**config.mk**
```make
export PLATFORM = sky130hd
export DESIGN_NAME = aes_key_expand_seq
export DESIGN_NICKNAME = d
export VERILOG_FILES = /design/src/rtl/aes_key_pkg.sv /design/src/rtl/aes_key_word_step.sv /design/src/rtl/rev_aes_sbox.sv /design/src/rtl/aes_key_expand_seq.sv
export SDC_FILE = /design/constraint.sdc
export NUM_CORES = 2
export LEC_CHECK = 0
export CORE_MARGIN = 2
export CORE_UTILIZATION = 50
export DETAILED_ROUTE_END_ITERATION = 16
export HOLD_SLACK_MARGIN = 0.15
export PLACE_DENSITY = 0.72
export SLEW_MARGIN = 20
export SYNTH_ARGS = -nofsm -noshare
export SYNTH_HDL_FRONTEND = slang
export SYNTH_HIERARCHICAL = 1
export SYNTH_SLANG_ARGS = --single-unit
```
**constraint.sdc**
```tcl
create_clock -name clk -period 22 [get_ports clk]
set_input_delay 3.3 -clock clk [delete_from_list [all_inputs] [get_ports clk]]
set_output_delay 3.3 -clock clk [all_outputs]
set_load 0.01 [all_outputs]
```
**src/rtl/aes_key_pkg.sv**
```systemverilog
// rtl/aes_key_pkg.sv - shared types and helpers for the sequential AES key schedule
package aes_key_pkg;

    typedef enum logic [1:0] {
        KEY_128  = 2'b00,
        KEY_192  = 2'b01,
        KEY_256  = 2'b10,
        KEY_RSVD = 2'b11
    } key_len_e;

    typedef enum logic [1:0] {
        ST_IDLE  = 2'd0,
        ST_GEN   = 2'd1,
        ST_DRAIN = 2'd2
    } exp_state_e;

    localparam logic [3:0] NK_256 = 4'd8;

    function automatic logic [3:0] nk_of(input key_len_e len);
        case (len)
            KEY_128: return 4'd4;
            KEY_192: return 4'd6;
            KEY_256: return 4'd8;
            default: return 4'd0;
        endcase
    endfunction

    function automatic logic [3:0] nr_of(input key_len_e len);
        return nk_of(len) + 4'd6;
    endfunction

    // Rcon[j+1] = xtime(Rcon[j]) in GF(2^8)
    function automatic logic [7:0] rcon_next(input logic [7:0] rc);
        return {rc[6:0], 1'b0} ^ (rc[7] ? 8'h1b : 8'h00);
    endfunction

endpackage

```
**src/rtl/aes_key_word_step.sv**
```systemverilog
// rtl/aes_key_word_step.sv - one expanded word w[i] from w[i-1], w[i-Nk] and the Rcon in effect
module aes_key_word_step
    import aes_key_pkg::*;
(
    input  logic [31:0] w_prev,
    input  logic [31:0] w_nk,
    input  logic [2:0]  mod,
    input  logic [3:0]  nk,
    input  logic [7:0]  rcon,
    output logic [31:0] w_out
);

    logic [31:0] sub_in;
    logic [31:0] sub_out;
    logic [31:0] t;

    assign sub_in = (mod == 3'd0) ? {w_prev[23:0], w_prev[31:24]} : w_prev;

    for (genvar g = 0; g < 4; g++) begin : g_sbox
        rev_aes_sbox u_sbox (
            .a (sub_in[8*g +: 8]),
            .y (sub_out[8*g +: 8])
        );
    end

    always_comb begin
        t = w_prev;
        if (mod == 3'd0)
            t = sub_out ^ {rcon, 24'h000000};
        else if (nk == NK_256 && mod == 3'd4)
            t = sub_out;
        w_out = w_nk ^ t;
    end

endmodule

```
**src/rtl/rev_aes_sbox.sv**
```systemverilog
// rtl/rev_aes_sbox.sv - AES forward S-box: GF(2^8) inverse followed by the affine map
module rev_aes_sbox (
    input  logic [7:0] a,
    output logic [7:0] y
);

    function automatic logic [7:0] gf_mul(input logic [7:0] x, input logic [7:0] z);
        logic [7:0] p;
        logic [7:0] aa;
        logic [7:0] bb;
        p  = 8'h00;
        aa = x;
        bb = z;
        for (int k = 0; k < 8; k++) begin
            if (bb[0]) p = p ^ aa;
            aa = {aa[6:0], 1'b0} ^ (aa[7] ? 8'h1b : 8'h00);
            bb = {1'b0, bb[7:1]};
        end
        return p;
    endfunction

    // x^254 is the multiplicative inverse (and maps 0 to 0)
    function automatic logic [7:0] gf_inv(input logic [7:0] x);
        logic [7:0] r;
        logic [7:0] b;
        r = 8'h01;
        b = x;
        for (int k = 0; k < 8; k++) begin
            if (k != 0) r = gf_mul(r, b);
            b = gf_mul(b, b);
        end
        return r;
    endfunction

    logic [7:0] inv;

    always_comb begin
        inv = gf_inv(a);
        y   = inv
            ^ {inv[6:0], inv[7]}
            ^ {inv[5:0], inv[7:6]}
            ^ {inv[4:0], inv[7:5]}
            ^ {inv[3:0], inv[7:4]}
            ^ 8'h63;
    end

endmodule

```
**src/rtl/aes_key_expand_seq.sv**
```systemverilog
// rtl/aes_key_expand_seq.sv - sequential AES-128/192/256 key expansion streaming round keys
// Optional round-key store enabled by defining AES_KEY_EXP_STORE_EN.
module aes_key_expand_seq
    import aes_key_pkg::*;
#(
    parameter int MAX_KEY_BITS = 256,
    parameter int RK_IDX_W     = 4
) (
    input  logic                    clk,
    input  logic                    rst_n,
    input  logic                    start,
    input  logic                    abort,
    input  logic [1:0]              key_len,
    input  logic [MAX_KEY_BITS-1:0] key_in,
    output logic                    busy,
    output logic                    err,
    output logic                    rk_valid,
    input  logic                    rk_ready,
    output logic [RK_IDX_W-1:0]     rk_idx,
    output logic [127:0]            rk_data,
    output logic                    done,
    input  logic [RK_IDX_W-1:0]     rd_idx,
    output logic [127:0]            rd_key
);

    localparam int WIN    = MAX_KEY_BITS / 32;
    localparam int NR_MAX = WIN + 6;

    exp_state_e state_q, state_d;

    logic                    accept, err_set, done_set;
    logic                    gen_fire, move, hs, slot_free, asm_full;
    logic                    key_phase, last_word, abort_run, len_ok;
    logic [3:0]              nk_q;
    logic [RK_IDX_W-1:0]     nr_q, asm_round;
    logic [5:0]              last_q, gen_idx;
    logic [2:0]              mod_q, asm_cnt;
    logic [7:0]              rcon_q;
    logic [MAX_KEY_BITS-1:0] key_sh;
    logic [31:0]             win [0:WIN-1];
    logic [127:0]            asm_buf;
    logic [31:0]             w_nk, w_step, w_new;
    key_len_e                len_e;

    assign len_e     = key_len_e'(key_len);
    assign len_ok    = (len_e != KEY_RSVD) && (32 * int'(nk_of(len_e)) <= MAX_KEY_BITS);
    assign slot_free = !rk_valid || rk_ready;
    assign asm_full  = (asm_cnt == 3'd4);
    assign hs        = rk_valid && rk_ready;
    assign move      = (state_q != ST_IDLE) && asm_full && slot_free;
    assign gen_fire  = (state_q == ST_GEN) && (!asm_full || slot_free);
    assign key_phase = gen_idx < {2'b00, nk_q};
    assign last_word = (gen_idx == last_q);
    assign abort_run = abort && (state_q != ST_IDLE);
    assign busy      = (state_q != ST_IDLE);
    assign w_new     = key_phase ? key_sh[MAX_KEY_BITS-1 -: 32] : w_step;

    // w[i-Nk] sits at depth Nk-1 of the window, w[i-1] at depth 0
    always_comb begin
        w_nk = '0;
        for (int k = 0; k < WIN; k++) begin
            if (nk_q == 4'(k + 1)) w_nk = win[k];
        end
    end

    aes_key_word_step u_step (
        .w_prev (win[0]),
        .w_nk   (w_nk),
        .mod    (mod_q),
        .nk     (nk_q),
        .rcon   (rcon_q),
        .w_out  (w_step)
    );

    always_ff @(posedge clk or negedge rst_n) begin
        if (!rst_n) state_q <= ST_IDLE;
        else        state_q <= state_d;
    end

    always_comb begin
        state_d  = state_q;
        accept   = 1'b0;
        err_set  = 1'b0;
        done_set = 1'b0;
        case (state_q)
            ST_IDLE: begin
                if (start && !abort) begin
                    if (len_ok) begin
                        accept  = 1'b1;
                        state_d = ST_GEN;
                    end else begin
                        err_set = 1'b1;
                    end
                end
            end
            ST_GEN: begin
                if (abort)                      state_d = ST_IDLE;
                else if (gen_fire && last_word) state_d = ST_DRAIN;
            end
            ST_DRAIN: begin
                if (abort) begin
                    state_d = ST_IDLE;
                end else if (hs && rk_idx == nr_q) begin
                    state_d  = ST_IDLE;
                    done_set = 1'b1;
                end
            end
            default: state_d = ST_IDLE;
        endcase
    end

    always_ff @(posedge clk or negedge rst_n) begin
        if (!rst_n) begin
            err       <= 1'b0;
            done      <= 1'b0;
            nk_q      <= '0;
            nr_q      <= '0;
            last_q    <= '0;
            key_sh    <= '0;
            gen_idx   <= '0;
            mod_q     <= '0;
            rcon_q    <= '0;
            asm_buf   <= '0;
            asm_cnt   <= '0;
            asm_round <= '0;
            rk_valid  <= 1'b0;
            rk_data   <= '0;
            rk_idx    <= '0;
            for (int k = 0; k < WIN; k++) win[k] <= '0;
        end else begin
            err  <= err_set;
            done <= done_set;
            if (accept) begin
                nk_q      <= nk_of(len_e);
                nr_q      <= RK_IDX_W'(nr_of(len_e));
                last_q    <= {nr_of(len_e), 2'b11};
                key_sh    <= key_in;
                gen_idx   <= '0;
                mod_q     <= '0;
                rcon_q    <= 8'h01;
                asm_cnt   <= '0;
                asm_round <= '0;
                rk_valid  <= 1'b0;
                for (int k = 0; k < WIN; k++) win[k] <= '0;
            end else if (abort_run) begin
                rk_valid <= 1'b0;
                asm_cnt  <= '0;
            end else begin
                if (gen_fire) begin
                    win[0] <= w_new;
                    for (int k = 1; k < WIN; k++) win[k] <= win[k-1];
                    key_sh  <= key_sh << 32;
                    gen_idx <= gen_idx + 6'd1;
                    mod_q   <= ({1'b0, mod_q} == nk_q - 4'd1) ? 3'd0 : mod_q + 3'd1;
                    if (!key_phase && mod_q == 3'd0) rcon_q <= rcon_next(rcon_q);
                    asm_buf <= {asm_buf[95:0], w_new};
                end
                // a draining buffer and a freshly generated word can share one edge
                if (move && gen_fire) asm_cnt <= 3'd1;
                else if (move)        asm_cnt <= 3'd0;
                else if (gen_fire)    asm_cnt <= asm_cnt + 3'd1;
                if (move) begin
                    rk_valid  <= 1'b1;
                    rk_data   <= asm_buf;
                    rk_idx    <= asm_round;
                    asm_round <= asm_round + 1'b1;
                end else if (hs) begin
                    rk_valid <= 1'b0;
                end
            end
        end
    end

`ifdef AES_KEY_EXP_STORE_EN
    logic [127:0]        store_q [0:NR_MAX];
    logic [RK_IDX_W-1:0] last_st_q;
    logic                have_q;

    always_ff @(posedge clk or negedge rst_n) begin
        if (!rst_n) begin
            for (int k = 0; k <= NR_MAX; k++) store_q[k] <= '0;
            last_st_q <= '0;
            have_q    <= 1'b0;
            rd_key    <= '0;
        end else begin
            if (hs) begin
                store_q[rk_idx] <= rk_data;
                last_st_q       <= rk_idx;
                have_q          <= 1'b1;
            end
            rd_key <= (have_q && rd_idx <= last_st_q) ? store_q[rd_idx] : '0;
        end
    end
`else
    logic unused_rd_idx;
    assign unused_rd_idx = ^rd_idx;
    assign rd_key        = '0;
`endif

endmodule

```
======== Yosys cells after proc, flatten, opt, wreduce, memory -nomap -nowiden ========
Index checks and enable logic that the tools add are counted.
W data, S select, Z words.
storage, ports and cells
  register bits after elaboration ......... 815
  input port bits ......................... 267
  output and inout bits ................... 264
operators by class
  add/subtract/negate cells ............... 6
  magnitude comparators ................... 2
  eq/ne operators ......................... 23
  multiplexer cells ....................... 872
  bitwise operators ....................... 781
  reduce and logical (&&, ||, !) cells .... 33
operator list
  operator               number
  $mux W8                424
  $xor A8 B8 Y8          380
  $xor A8 B5 Y8          365
  $mux W5                369
  $mux W256              6
  $mux W32               12
  $xor A32 B32 Y32       2
  $mux W6                7
  $mux W3                13
  $mux W4                8
  $mux W7                4
  $not A1 Y1 const A     28
  $mux W2                10
  $mux W1                17
  $eq A4 B3 Y1 const B   4
  $not A4 Y4             4
  $logic_and A1 B1 Y1    12
  $pmux W4 S3            1
  $le A9 B9 Y1 const B   1
  $reduce_and A3 Y1      3
  $eq A4 B2 Y1 const B   2
  $ne A2 B2 Y1 const B   4
  $reduce_bool A2 Y1     4
  $add A3 B1 Y3 const B  2
  25 further kinds       35

======== Depth between registers and ports, before layout ========
  depth after elaboration ................. 141
  gate-level depth with buffers ........... 69

======== Cells and area by module ========
Netlist, hierarchy kept.
by module, submodules not included
  module              times used  cells an instance  area each (µm²)
  rev_aes_sbox        4           1942               15220.8
  aes_key_expand_seq  1           3167               34365.5
  aes_key_word_step   1           193                1280.0

======== Worst setup path after synthesis ========
No wires, ideal clock.
  path kind ............................... register -> register
  from .................................... register mod_q[1]
  to ...................................... register asm_buf[27]
  arrival ................................. 15.923 ns
  data required time ...................... 21.867 ns
  setup slack ............................. 5.944 ns
  stages on the path, launching flop included .. 66
  period minus slack after synthesis ...... 16.056 ns
  cells stage by stage .................... dfrtp_1 nor3_2 clkbuf_1 buf_1 nand2_1 nand2_1 buf_6 buf_4 xor2_1 xor2_1 inv_2 buf_1 clkbuf_1 ha_1 buf_1 nand2_1 xor2_1 xnor2_1 (+30 left out) nand3_1 a311o_1 o211ai_2 o21ai_1 xnor2_4 xnor3_1 xnor2_1 mux2i_1 a21oi_1 xnor3_1 xnor3_2 xnor3_1 xor3_1 nand3_1 o221ai_2 xnor2_1 mux2i_1 o21ai_0
on the way
  cells in the longest elaborated chain, start to end .. 134
ends and longest elaborated chain
  what                                                 RTL line                                          text
  start, declared                                      aes_key_expand_seq.sv:37                          logic [2:0] mod_q, asm_cnt;
  start signal, assigned                               aes_key_expand_seq.sv:154                         mod_q <= ({1'b0, mod_q} == nk_q - 4'd1) ? 3'd0 : mod_q + 3'd1;
  $logic_not A3 Y1 (*)                                 aes_key_word_step.sv:17                           assign sub_in = (mod == 3'd0) ? {w_prev[23:0], w_prev[31:24]} : w_prev;
  $mux W32 (*)                                         aes_key_word_step.sv:17
  named net u_step.sub_in[30]                          aes_key_word_step.sv:13                           logic [31:0] sub_in;
  $xor A8 B5 Y8                                        rev_aes_sbox.sv:16                                aa = {aa[6:0], 1'b0} ^ (aa[7] ? 8'h1b : 8'h00);
  $xor A8 B8 Y8                                        rev_aes_sbox.sv:15                                if (bb[0]) p = p ^ aa;
  $mux W8                                              rev_aes_sbox.sv:15
  $xor A8 B8 Y8                                        rev_aes_sbox.sv:15
  $mux W8                                              rev_aes_sbox.sv:15
  (+121 left out)                                      n/a
  $xor A8 B8 Y8                                        rev_aes_sbox.sv:42                                ^ {inv[4:0], inv[7:5]}
  $xor A8 B8 Y8 (*)                                    rev_aes_sbox.sv:43                                ^ {inv[3:0], inv[7:4]}
  named net u_step.sub_out[27]                         aes_key_word_step.sv:14                           logic [31:0] sub_out;
  $mux W32 / $xor A32 B32 Y32 (equally long branches)  aes_key_word_step.sv:30, aes_key_word_step.sv:29
  $mux W32 (*)                                         aes_key_word_step.sv:28                           if (mod == 3'd0)
  $xor A32 B32 Y32 (*)                                 aes_key_word_step.sv:32                           w_out = w_nk ^ t;
  named net w_step[27]                                 aes_key_expand_seq.sv:42                          logic [31:0] w_nk, w_step, w_new;
  $mux W32 (*)                                         aes_key_expand_seq.sv:56                          assign w_new = key_phase ? key_sh[MAX_KEY_BITS-1 -: 32] : w_step;
  end signal, assigned                                 aes_key_expand_seq.sv:156                         asm_buf <= {asm_buf[95:0], w_new};
  end, declared                                        aes_key_expand_seq.sv:41                          logic [127:0] asm_buf;
The timed path passes the listed nets; every way through them passes the cells marked *.
A chain may end at the register's enable or synchronous reset.

======== Worst setup path in the final report ========
  from .................................... register mod_q[2]
  to ...................................... register asm_buf[17]
on the way
  cells in the longest elaborated chain, start to end .. 135
ends and longest elaborated chain
  what                                                   RTL line
  $logic_not A3 Y1 (*)                                   aes_key_word_step.sv:17
  $mux W32 (*)                                           aes_key_word_step.sv:17
  named net u_step.sub_in[23]                            aes_key_word_step.sv:13
  $mux W5 / $mux W8 (equally long branches)              rev_aes_sbox.sv:16, rev_aes_sbox.sv:15
  $xor A8 B5 Y8 / $xor A8 B8 Y8 (equally long branches)  rev_aes_sbox.sv:16, rev_aes_sbox.sv:15
  $xor A8 B8 Y8 / $mux W8 (equally long branches)        rev_aes_sbox.sv:15
  $mux W8 / $xor A8 B8 Y8 (equally long branches)        rev_aes_sbox.sv:15
  $xor A8 B8 Y8 / $mux W8 (equally long branches)        rev_aes_sbox.sv:15
  (+122 left out)                                        n/a
  $xor A8 B8 Y8 (*)                                      rev_aes_sbox.sv:43
  $not A4 Y4 (no source line) (*)                        n/a
  named net u_step.sub_out[17]                           aes_key_word_step.sv:14
  $mux W32 / $xor A32 B32 Y32 (equally long branches)    aes_key_word_step.sv:30, aes_key_word_step.sv:29
  $mux W32 (*)                                           aes_key_word_step.sv:28
  $xor A32 B32 Y32 (*)                                   aes_key_word_step.sv:32
  named net w_step[17]                                   aes_key_expand_seq.sv:42
  $mux W32 (*)                                           aes_key_expand_seq.sv:56
Marks and branches as above.

==> metrics <==
die extent in x 443 um; relative slew slack 0.234; Final #Nets 11400; Hold Fails Final Rpt 0; Die Ht about 440 um; post-route ant nets 0; outcome finished, final reports clean; largest net degree at the start of global routing about 260; setup_tns 0 ns; most frequently used flop master after synthesis dfrtp_1; antenna violations before repair 3; library cells used by synthesis 122; num rows 161; H-tree depth 3; Setup Buffers After CTS 0; layout cells sized above 1 0.0931; total track usage 0.274; CTS root buffer clkbuf_16; grt ovf 0; first-pass GRT wire length between 400 and 500 mm; Largest stage delay, worst path 0.92 ns; skew final about 0.053 ns; Syn. warnings 6; CP required 22.59 ns; hold crit path type reg -> reg; clk sink count just over 800; via count 82200; delay-heaviest family, CP XOR/XNOR gates; ranking of synthesized cells by area dfrtp_1, xnor2_1, xnor3_1; Core Area 0.192 sq mm; Hold-fix buffers, CTS 0; Post-CTS Resized 0; IO Pins 531; number of max-cap violations 0; Post-synth ARST share 1.00; Core Util, Final 0.545; Hold Crit Depth 1; #FFs+latches synth 808; First DRT Iteration DRCs 8787; worst r2r src mod_q[2]$_DFFE_PN0P_; Layout area overhead 8.44%; min-delay src win[115]$_DFFE_PN0P_; Yosys top cell area share 0.209; post-DP HPWL about 200 mm; largest fanout on the critical path 39; port bufs 398; Least-Margin Pin Slew between 1 and 1.5 ns; fmax around 0.05 GHz; Final Wtd Congestion 0.931; number of global-route vias before repair 78100; RSZ-0062 raised after global routing false; count leader, synth nand2_1; Post-Route WL 280 mm; register area share after synthesis 0.209; Cells after Synth 11100; drt drc 0; kind of start point of the critical path flop; Final Cycle Share 0.919; Avg Cell Area, Syn 8.67 sq um; Tmin final approximately 20 ns; CP dominant cell by count xnor2_1; first drt pass iteration count 6; Yosys top cell by area dfrtp_1; Post-synth EDFFs 0; Mapped Area between 0.09 and 0.1 sq mm; Slew Viols, Final 0; clock slew at reported path FFs around 0.060 ns; worst path bufs/invs 4; Hold Crit Endpoint win[83]$_DFFE_PN0P_; Worst-Skew Late Latency 0.76 ns; Worst R2R Path Depth 57; final-report setup violation count 0; CTS tree yes; area of the die 0.197 sq mm; Starting Density 0.502; reg-to-reg setup timing slack 1.78 ns; Max clock buf depth 3; Num CTS Buffers 91; CP arrival 20.81 ns; Worst Setup End Kind flop; Commonest cells post-synth nand2_1, xnor2_1, nor2_1; slowest CP cell xor2_1; Reg2Reg Capture Point asm_buf[17]$_DFFE_PN0P_; worst setup path class reg -> reg; wire per inst 20.4 um; routed vias/inst 6.00
-- stage by stage --
| stage | cell area (sq um) | hold slack, ns | setup WS (ns) | std cells |
|---|---|---|---|---|
| final | 105000 | 0.455 | 1.78 | 13700 |
| after detailed placement | 101000 | 0.449 | 2.33 | 13500 |
| after global placement | 101000 | 0.455 | 2.58 | 13500 |
| after CTS | 105000 | 0.456 | 2.19 | 13700 |
| after floorplan | 97000 | 0.439 | 5.94 | 11300 |
| after global routing | 105000 | 0.464 | 0.554 | 13700 |
-- worst register-to-register path, delay by kind of cell, from the launching register on --
family	cells	cell delay (ns)
buffers and inverters	4	1.47
AO/OA/AOI/OAI	16	4.10
AND/OR/NAND/NOR	13	3.81
flip-flops	1	0.48
adder cells (fa/ha/maj)	3	1.89
XOR/XNOR	19	7.76
multiplexers	2	0.51
-- layout by cell type, fill, tap and decap left out, types with 133 or more instances in the layout --
cell             count
clkdlybuf4s50_1    397
xnor2_1           1399
nand3_1            201
nor3_1             210
xnor2_2            207
o21ai_0            571
buf_4              250
nand2_1           1620
a21oi_1            309
a22oi_1            133
xor2_1             362
mux2i_1            512
xnor3_1            356
dfrtp_1            808
o21ai_1            245
nor2_1            1083
a22o_1             275
-- state kept, by name (all words and copies together) (netlist names), 2 cells and up --
| register | cells |
|---|---|
| key_sh | 256 |
| win | 256 |
| asm_buf | 128 |
| rk_data | 128 |
| rcon_q | 8 |
| gen_idx | 6 |
| asm_round | 4 |
| rk_idx | 4 |
| asm_cnt | 3 |
| mod_q | 3 |
| nk_q | 3 |
| nr_q | 3 |
| state_q | 2 |
-- area by class of cell --
class	count	area, sq um
antenna	7	17.5
clock buffer	125	2530
clock inverter	42	594
fill	17300	87500
inverter	94	353
multi-input combinational	9430	71800
sequential	808	20200
tap	2526	3160
timing repair buffer	655	6010
-- metal layers --
metal  global-route usage  up-vias  part of all wire  routed length [um]
met5                    0        -                 0                   0
met4               0.0938        0             0.034                9380
met3               0.0305      424             0.069               19300
met2                0.448     3343              0.47              132000
met1                0.376    40000              0.43              119000
li1                     -    38400                 -                   -
-- cell families (layout without fill, tap and decap cells) --
kind of cell / after synthesis / count (layout) / share of synthesized area
AOI/OAI and AO/OA: 2396 / 2396 / 0.169
xor gates and xnor gates: 2541 / 2541 / 0.327
adders and majority gates: 45 / 45 / 0.00573
buffers and inverters: 1018 / 916 / 0.0558
DFF: 808 / 808 / 0.209
muxes: 574 / 574 / 0.0612
other: 1 / 136 / 0.0000388
and+or+nand+nor: 3745 / 3745 / 0.172
-- worst max path at each step --
stage / start / endpoint / slack, ns / depth (start not counted)
after detailed placement: mod_q[2]$_DFFE_PN0P_ / asm_buf[0]$_DFFE_PN0P_ / 2.33 / 57
after global routing: mod_q[2]$_DFFE_PN0P_ / asm_buf[17]$_DFFE_PN0P_ / 0.55 / 57
after floorplan: mod_q[1]$_DFFE_PN0P_ / asm_buf[27]$_DFFE_PN0P_ / 5.94 / 65
final: mod_q[2]$_DFFE_PN0P_ / asm_buf[17]$_DFFE_PN0P_ / 1.78 / 57
after CTS: mod_q[2]$_DFFE_PN0P_ / win[224]$_DFFE_PN0P_ / 2.19 / 57
after global placement: mod_q[1]$_DFFE_PN0P_ / asm_buf[0]$_DFFE_PN0P_ / 2.58 / 57
Power is left out: the tool's default activity adds up to more than one toggle a clock period on the data nets, which glitch-free logic cannot reach.
